### config.mk
export PLATFORM = sky130hd
export DESIGN_NAME = fetch_sequencer
export DESIGN_NICKNAME = d
export VERILOG_FILES = /design/src/rtl/fetch_sequencer.sv
export SDC_FILE = /design/constraint.sdc
export NUM_CORES = 1
export LEC_CHECK = 0
export ABC_CLOCK_PERIOD_IN_PS = 4730
export CORE_MARGIN = 2
export CORE_UTILIZATION = 50
export CTS_CLUSTER_DIAMETER = 50
export CTS_CLUSTER_SIZE = 28
export DETAILED_ROUTE_END_ITERATION = 6
export PLACE_DENSITY_LB_ADDON = 0.15
export SLEW_MARGIN = 30
export SYNTH_ARGS = -nofsm -noshare
export SYNTH_HDL_FRONTEND = slang
export SYNTH_SLANG_ARGS = --single-unit
### constraint.sdc
create_clock -name clk -period 4.73 [get_ports clk]
set_clock_uncertainty 0.2 [all_clocks]
set_input_delay 0.946 -clock clk [delete_from_list [all_inputs] [get_ports clk]]
set_output_delay 0.946 -clock clk [all_outputs]
set_load 0.03 [all_outputs]
### src/rtl/fetch_sequencer.sv
// Instruction fetch sequencer: PC over a synchronous-read memory, small FIFO to decode.
// Optional simulation trace of pushes, redirects and halts when FETCH_TRACE_EN is defined.
module fetch_sequencer #(
  parameter int                ADDR_W      = 10,
  parameter int                DATA_W      = 32,
  parameter logic [ADDR_W-1:0] RESET_PC    = '0,
  parameter int                FIFO_DEPTH  = 2,
  parameter logic [5:0]        HALT_OPCODE = 6'h3F
) (
  input  logic              clk,
  input  logic              rst_n,
  input  logic              start,
  output logic              busy,
  output logic              done,
  input  logic              redirect,
  input  logic [ADDR_W-1:0] redirect_pc,
  output logic              mem_en,
  output logic [ADDR_W-1:0] mem_addr,
  input  logic [DATA_W-1:0] mem_rdata,
  output logic              instr_valid,
  input  logic              instr_ready,
  output logic [DATA_W-1:0] instr,
  output logic [ADDR_W-1:0] instr_pc
);

  localparam int PTR_W = $clog2(FIFO_DEPTH);
  localparam int CNT_W = PTR_W + 1;
  localparam logic [CNT_W:0] DEPTH_L = FIFO_DEPTH[CNT_W:0];

  typedef enum logic [1:0] {S_IDLE, S_RUN, S_DRAIN, S_DONE} state_t;

  state_t            state, state_next;
  logic [ADDR_W-1:0] pc;
  logic              pc_end;
  logic              inflight;
  logic [ADDR_W-1:0] inflight_pc;

  logic [DATA_W-1:0] fifo_data [FIFO_DEPTH];
  logic [ADDR_W-1:0] fifo_pc   [FIFO_DEPTH];
  logic [PTR_W-1:0]  rd_ptr, wr_ptr;
  logic [CNT_W-1:0]  count;

  logic              run, start_go, flush, pop, push, halt_hit, last_hit;
  logic [CNT_W:0]    occupancy;

  assign run         = (state == S_RUN);
  assign start_go    = start && (state == S_IDLE || state == S_DONE);
  assign flush       = start_go || (run && redirect);
  assign instr_valid = (count != '0);
  assign pop         = instr_valid && instr_ready;
  // A redirect kills the response arriving this cycle; DRAIN kills the one issued alongside the halt.
  assign push        = run && inflight && !redirect;
  assign halt_hit    = push && (mem_rdata[DATA_W-1 -: 6] == HALT_OPCODE);
  assign last_hit    = push && (inflight_pc == '1);

  assign occupancy = {1'b0, count} + {{CNT_W{1'b0}}, inflight} - {{CNT_W{1'b0}}, pop};
  assign mem_en    = run && !redirect && !pc_end && (occupancy < DEPTH_L);
  assign mem_addr  = mem_en ? pc : '0;

  assign busy     = (state == S_RUN) || (state == S_DRAIN);
  assign done     = (state == S_DONE);
  assign instr    = instr_valid ? fifo_data[rd_ptr] : '0;
  assign instr_pc = instr_valid ? fifo_pc[rd_ptr] : '0;

  always_comb begin
    state_next = state;
    unique case (state)
      S_IDLE, S_DONE: if (start) state_next = S_RUN;
      S_RUN:          if (halt_hit || last_hit) state_next = S_DRAIN;
      S_DRAIN:        if ((count - CNT_W'(pop)) == '0) state_next = S_DONE;
      default:        state_next = S_IDLE;
    endcase
  end

  // NOTE: sequential state uses non-blocking assignments so every register samples pre-edge values.
  always_ff @(posedge clk or negedge rst_n) begin
    if (!rst_n) begin
      state       <= S_IDLE;
      pc          <= RESET_PC;
      pc_end      <= 1'b0;
      inflight    <= 1'b0;
      inflight_pc <= '0;
    end else begin
      state    <= state_next;
      inflight <= mem_en;
      if (mem_en) inflight_pc <= pc;
      if (start_go) begin
        pc     <= RESET_PC;
        pc_end <= 1'b0;
      end else if (run && redirect) begin
        pc     <= redirect_pc;
        pc_end <= 1'b0;
      end else if (mem_en) begin
        // The top address is the last fetch; the PC is not allowed to wrap into a new issue.
        if (pc == '1) pc_end <= 1'b1;
        else          pc <= pc + 1'b1;
      end
    end
  end

  always_ff @(posedge clk or negedge rst_n) begin
    if (!rst_n) begin
      rd_ptr <= '0;
      wr_ptr <= '0;
      count  <= '0;
    end else if (flush) begin
      rd_ptr <= '0;
      wr_ptr <= '0;
      count  <= '0;
    end else begin
      if (push) wr_ptr <= wr_ptr + 1'b1;
      if (pop)  rd_ptr <= rd_ptr + 1'b1;
      count <= count + CNT_W'(push) - CNT_W'(pop);
    end
  end

  // NOTE: FIFO storage has no reset; count gates every read, so stale contents are never visible.
  always_ff @(posedge clk) begin
    if (push) begin
      fifo_data[wr_ptr] <= mem_rdata;
      fifo_pc[wr_ptr]   <= inflight_pc;
    end
  end

`ifdef FETCH_TRACE_EN
  always @(posedge clk) begin
    if (rst_n) begin
      if (push)            $display("fetch pc=%h instr=%h", inflight_pc, mem_rdata);
      if (run && redirect) $display("fetch redirect pc=%h", redirect_pc);
      if (halt_hit)        $display("fetch halt pc=%h", inflight_pc);
    end
  end
`endif

endmodule

# After elaboration in Yosys (flattened, before gate mapping)
# Memory sizes are Yosys's and may differ from the RTL's.
# Index checks and enable logic that the tools add are counted.
[classes]
addsub = 8
order_cmp = 1
eq_ne = 10
mux = 22
n_reduce_logical = 27
[op_table]
columns = ["operator", "n"]
rows = [
  ["$mux 10", 6],
  ["$mux 32", 1],
  ["$eq 10x10->1 const B", 2],
  ["$add 10x1->10 const B", 1],
  ["$logic_and 1x1->1", 10],
  ["$mux 1", 10],
  ["$mux 2", 4],
  ["$eq 6x6->1 const B", 1],
  ["$pmux 2 s3", 1],
  ["$reduce_bool 2->1", 3],
  ["$reduce_bool 3->1", 2],
  ["$eq 2x2->1 const B", 2],
  ["$logic_not 2->1", 2],
  ["$logic_or 1x1->1", 4],
  ["$ne 2x1->1 const B", 2],
  ["$reduce_and 2->1", 2],
  ["$sub 2x1->2", 2],
  ["$add 2x1->3", 1],
  ["$lt 3x2->1 const B", 1],
  ["$ne 3x3->1 const B", 1],
  ["$reduce_and 3->1", 1],
  ["$sub 3x1->3", 1],
  ["$add 1x1->1 const B", 2],
  ["$add 2x1->2", 1],
  ["4 further kinds", 5],
]
[word_totals]
reg_bits = 28
ram_bits = 84
in_bits = 47
wordCells = 78
memories = 2
[memory_table]
columns = ["name", "depth", "width", "rd", "rd_clocked_by_memory_dff", "wr", "line_no", "rtl"]
rows = [
  ["fifo_data", 2, 32, 1, 0, 1, "38", "logic [DATA_W-1:0] fifo_data [FIFO_DEPTH];"],
  ["fifo_pc", 2, 10, 1, 0, 1, "39", "logic [ADDR_W-1:0] fifo_pc [FIFO_DEPTH];"],
]

# Depth between registers and ports, before layout
[depth]
depth_word = 8
mapped_depth = 10
mapped_depth_nobuf = 9

# Worst setup path before layout
# OpenSTA, ideal clock, no wires.
[synth_timing]
path_type = "input -> output"
startpoint = "in instr_ready"
endpoint = "out mem_addr[0]"
arrival_time_ns = 3.144
t_required_ns = 3.584
path_slack_ns = 0.440
path_stages = 9
path_buffers = 1
path_cell_list = "nand2_1 -> or2_2 -> inv_1 -> o21ai_0 -> fa_1 -> nand4bb_1 -> nor2_1 -> clkbuf_1 -> and2_1"
[synth_between]
elab_chain_cells = 5
[synth_lines]
columns = ["item", "line_no", "rtl"]
rows = [
  ["from (decl)", "21", "input logic instr_ready,"],
  ["$logic_and 1x1->1", "50", "assign pop = instr_valid && instr_ready;"],
  ["$sub 3x1->3", "56", "assign occupancy = {1'b0, count} + {{CNT_W{1'b0}}, inflight} - {{CNT_W{1'b0}}, pop};"],
  ["$lt 3x2->1", "57", "assign mem_en = run && !redirect && !pc_end && (occupancy < DEPTH_L);"],
  ["$logic_and 1x1->1", "57", ""],
  ["via mem_en", "17", "output logic mem_en,"],
  ["$mux 10", "58", "assign mem_addr = mem_en ? pc : '0;"],
  ["to (decl)", "18", "output logic [ADDR_W-1:0] mem_addr,"],
]
# The timed path passes the listed nets, and every way through them passes these cells.

# Final worst setup path
[layout_timing]
startpoint = "in instr_ready"
endpoint = "out mem_addr[5]"
[layout_between]
elab_chain_cells = 5
[layout_lines]
columns = ["item", "line_no"]
rows = [
  ["$logic_and 1x1->1", "50"],
  ["$sub 3x1->3", "56"],
  ["$lt 3x2->1", "57"],
  ["$logic_and 1x1->1", "57"],
  ["$mux 10", "58"],
]
# Every way passes these cells.

==> impl_metrics.yaml <==
run_status:
  outcome: "complete, no violations"
sta:
  rsz0062_at_grt: "no"
  fin_crit_ns: 4.482
  maxSlewViolCount: 0
  finalCritPeriodShare_pct: 94.75
  setup_slack_ns: 0.2481
  tns_ns: 0
  setup_viol: 0
  holdWs_ns: 0.2974
  slew_headroom_pct: 55.48
  worst_pin_slew_ns: 0.6679
  fmax_mhz: 223.1
  hold_violations: 0
logic_synthesis:
  synth-edff-count: 84
  syn_inst: 353
  syn_area_um2: 4861
  yosys-top-cells-area: "edfxtp_1 (52%), dfrtp_1 (14%), mux2i_1 (9.1%)"
  yosysTopAreaCell: "edfxtp_1"
  yosys.area.top_type_share_pct: 51.89
  synth_fp_nets: 408
  avgSynthCellArea_um2: 13.77
  yosysUniqueCellTypes: 44
  yosysSeqAreaShare_pct: 66.31
  ys.flop_type: "edfxtp_1"
  async_flop_share_pct: 25.00
  synth_seq_cells: 112
  synth-warning-count: 0
global_routing:
  antenna_found_initial: 0
  grt_pass1_vias: 3070
  gr-total-overflow: 0
  grt_use_total_pct: 18.36
  grt_start_max_net_pins: 43
  grt_pass1_wl_um: 14790
clock_tree:
  cts_inserted_buffers: 9
  clk_pin_slew_ns: 0.12
  cts.sinks: 112
  cts-root-buf: "clkbuf_8"
  h-tree-depth: 3
  postCtsSetupBuffers: 0
  clock_path_buffers: 2
  cts-resized-gates: 0
  clk_latency_ns: 0.35
  cts_tree: "yes"
  hold_buffers: 0
cells_and_area:
  final_core_util_pct: 66.85
  multi_input_area_um2: 1558
  area_growth_pct: 28.29
  regArea_um2: 3224
  mostFrequentLayoutCell: "clkdlybuf4s50_1"
  diodes: 0
  fillers: 718
  most-common-layout-cells: "clkdlybuf4s50_1 (91), edfxtp_1 (84), nor2_1 (52)"
  nNetsFinal: 513
  drive_above_1_share_pct: 13.17
  stdcell_area_um2: 6236
routing:
  drt-vias-per-instance: 5.311
  wire_per_inst_um: 16.03
  routed_wl_um: 9491
  drtIter0Drc: 141
  remaining_drc_errors: 0
  dr.pass1.iters: 5
  ant_nets: 0
  vias: 3144
worst_setup_path:
  cp-end-kind: "output port"
  worstPathRequired_ns: 3.58
  cp_cell_sequence: "clkdlybuf4s50_1 -> nand2_1 -> or2_2 -> inv_1 -> o21ai_0 -> fa_1 -> nand4bb_1 -> nor2_2 -> buf_4 -> and2_1 -> buf_4"
  worst-path-stages: 11
  path_class: "in2out"
  path_common_cell: "buf_4"
  crit_arrival_ns: 3.34
  crit_buf_inv: 4
  r2r_cells: 11
  critPathLaunchType: "primary input"
  slowest_stage: "clkdlybuf4s50_1"
  path_max_fanout: 14
  slowest_delay_ns: 0.55
  cpLargestDelayFamily: "buffers and inverters"
power_and_ir_drop:
  power_density_nw_per_um2: 593.1
  internal-power_w: 0.002192
  p_leak_nw: 2.259
  combPwrFrac_pct: 47.5
  p_seq_share_pct: 38.4
  clkPwrFrac_pct: 14.1
  switching_share_pct: 40.75
  ir_drop_mv: 0.2817
  power.switching_w: 0.001507
floorplan:
  dieHeight_um: 102.6
  initial_core_util_pct: 52.11
  dieArea_um2: 10530
  core_um2: 9328
  pin_count: 103
  rows: 35
  die_w_um: 102.6
placement:
  dp_hpwl_um: 6524
  dp_slack_ns: 0.2547
  place_congestion: 0.8520
  io_buffer_count: 102
  place_area_um2: 6058
flow_run:
  cap_violations: 0
min_path:
  hold_depth: 0
  hp-class: "reg2reg"
-- layer usage --
metal	share of wire, %	vias up	global-route usage [%]
met4	0.62	0	6.564
li1	-	1514	-
met2	51	92	31.93
met5	0	-	0
met3	4.9	4	2.915
met1	44	1534	23.42
-- logic make-up after synthesis --
family	synth area share [%]
buf+inv	2.162
simple gates	11.82
xor+xnor	0.9009
compound gates	4.916
mux	11.69
fa+ha+maj	2.214
flops	66.31
-- power groups by stage --
| stage | sequential (W) | clock [W] | combinational, W |
|---|---|---|---|
| after CTS | 0.00142 | 0.000538 | 0.00178 |
| after global placement | 0.00143 | 0 | 0.00171 |
| final | 0.00142 | 0.000522 | 0.00176 |
| after detailed placement | 0.00144 | 0 | 0.00177 |
| after global routing | 0.00144 | 0.000573 | 0.00188 |
| after floorplan | 0.00134 | 0 | 0.00118 |
-- synth_stat cells, types with 3 or more instances --
library cell   n
nand4_1        7
edfxtp_1      84
a32o_1         6
nor3_1         5
a22o_1         4
mux2i_1       44
ha_1           7
a31oi_1        8
mux2_2        10
and3_2         3
nand2_1       13
nor2_1        56
and3_1         3
nand3b_1       4
dfrtp_1       28
inv_1          9
nand3_1        3
o21ai_0        3
clkbuf_1      14
and2_1        11
xnor2_1        4
-- area by class of cell --
type	instances	area share [%]
tap	129	2.588
timing repair buffer	111	17.34
inverter	9	0.5417
clock inverter	7	0.8628
multi-input combinational	215	24.98
clock buffer	9	1.986
sequential	112	51.71
-- path summary, 6_finish.rpt --
kind / slack, ns / end / from
setup / recovery: 0.25 / mem_addr[5] / instr_ready
hold / removal: 0.30 / fifo_pc[0][3] / inflight_pc[3]
hold reg to reg: 0.30 / fifo_pc[0][3] / inflight_pc[3]
setup reg to reg: 1.57 / pc[1] / count[1]
max in group asynchronous: 3.26 / rd_ptr / rst_n
min in group asynchronous: 0.76 / pc[0] / rst_n
-- stage by stage --
step	instances	total power (W)
after floorplan	353	0.002515
after global placement	575	0.003140
after detailed placement	576	0.003207
after CTS	592	0.003731
after global routing	592	0.003895
final	592	0.003699
-- sequential cells by signal, summed over array words and instances (netlist names) --
register	flops
inflight_pc	10
state	2
fifo_data	64
fifo_pc	20
wr_ptr	1
pc_end	1
rd_ptr	1
inflight	1
pc	10
count	2
Note: power is estimated with default switching activity, not from simulation.
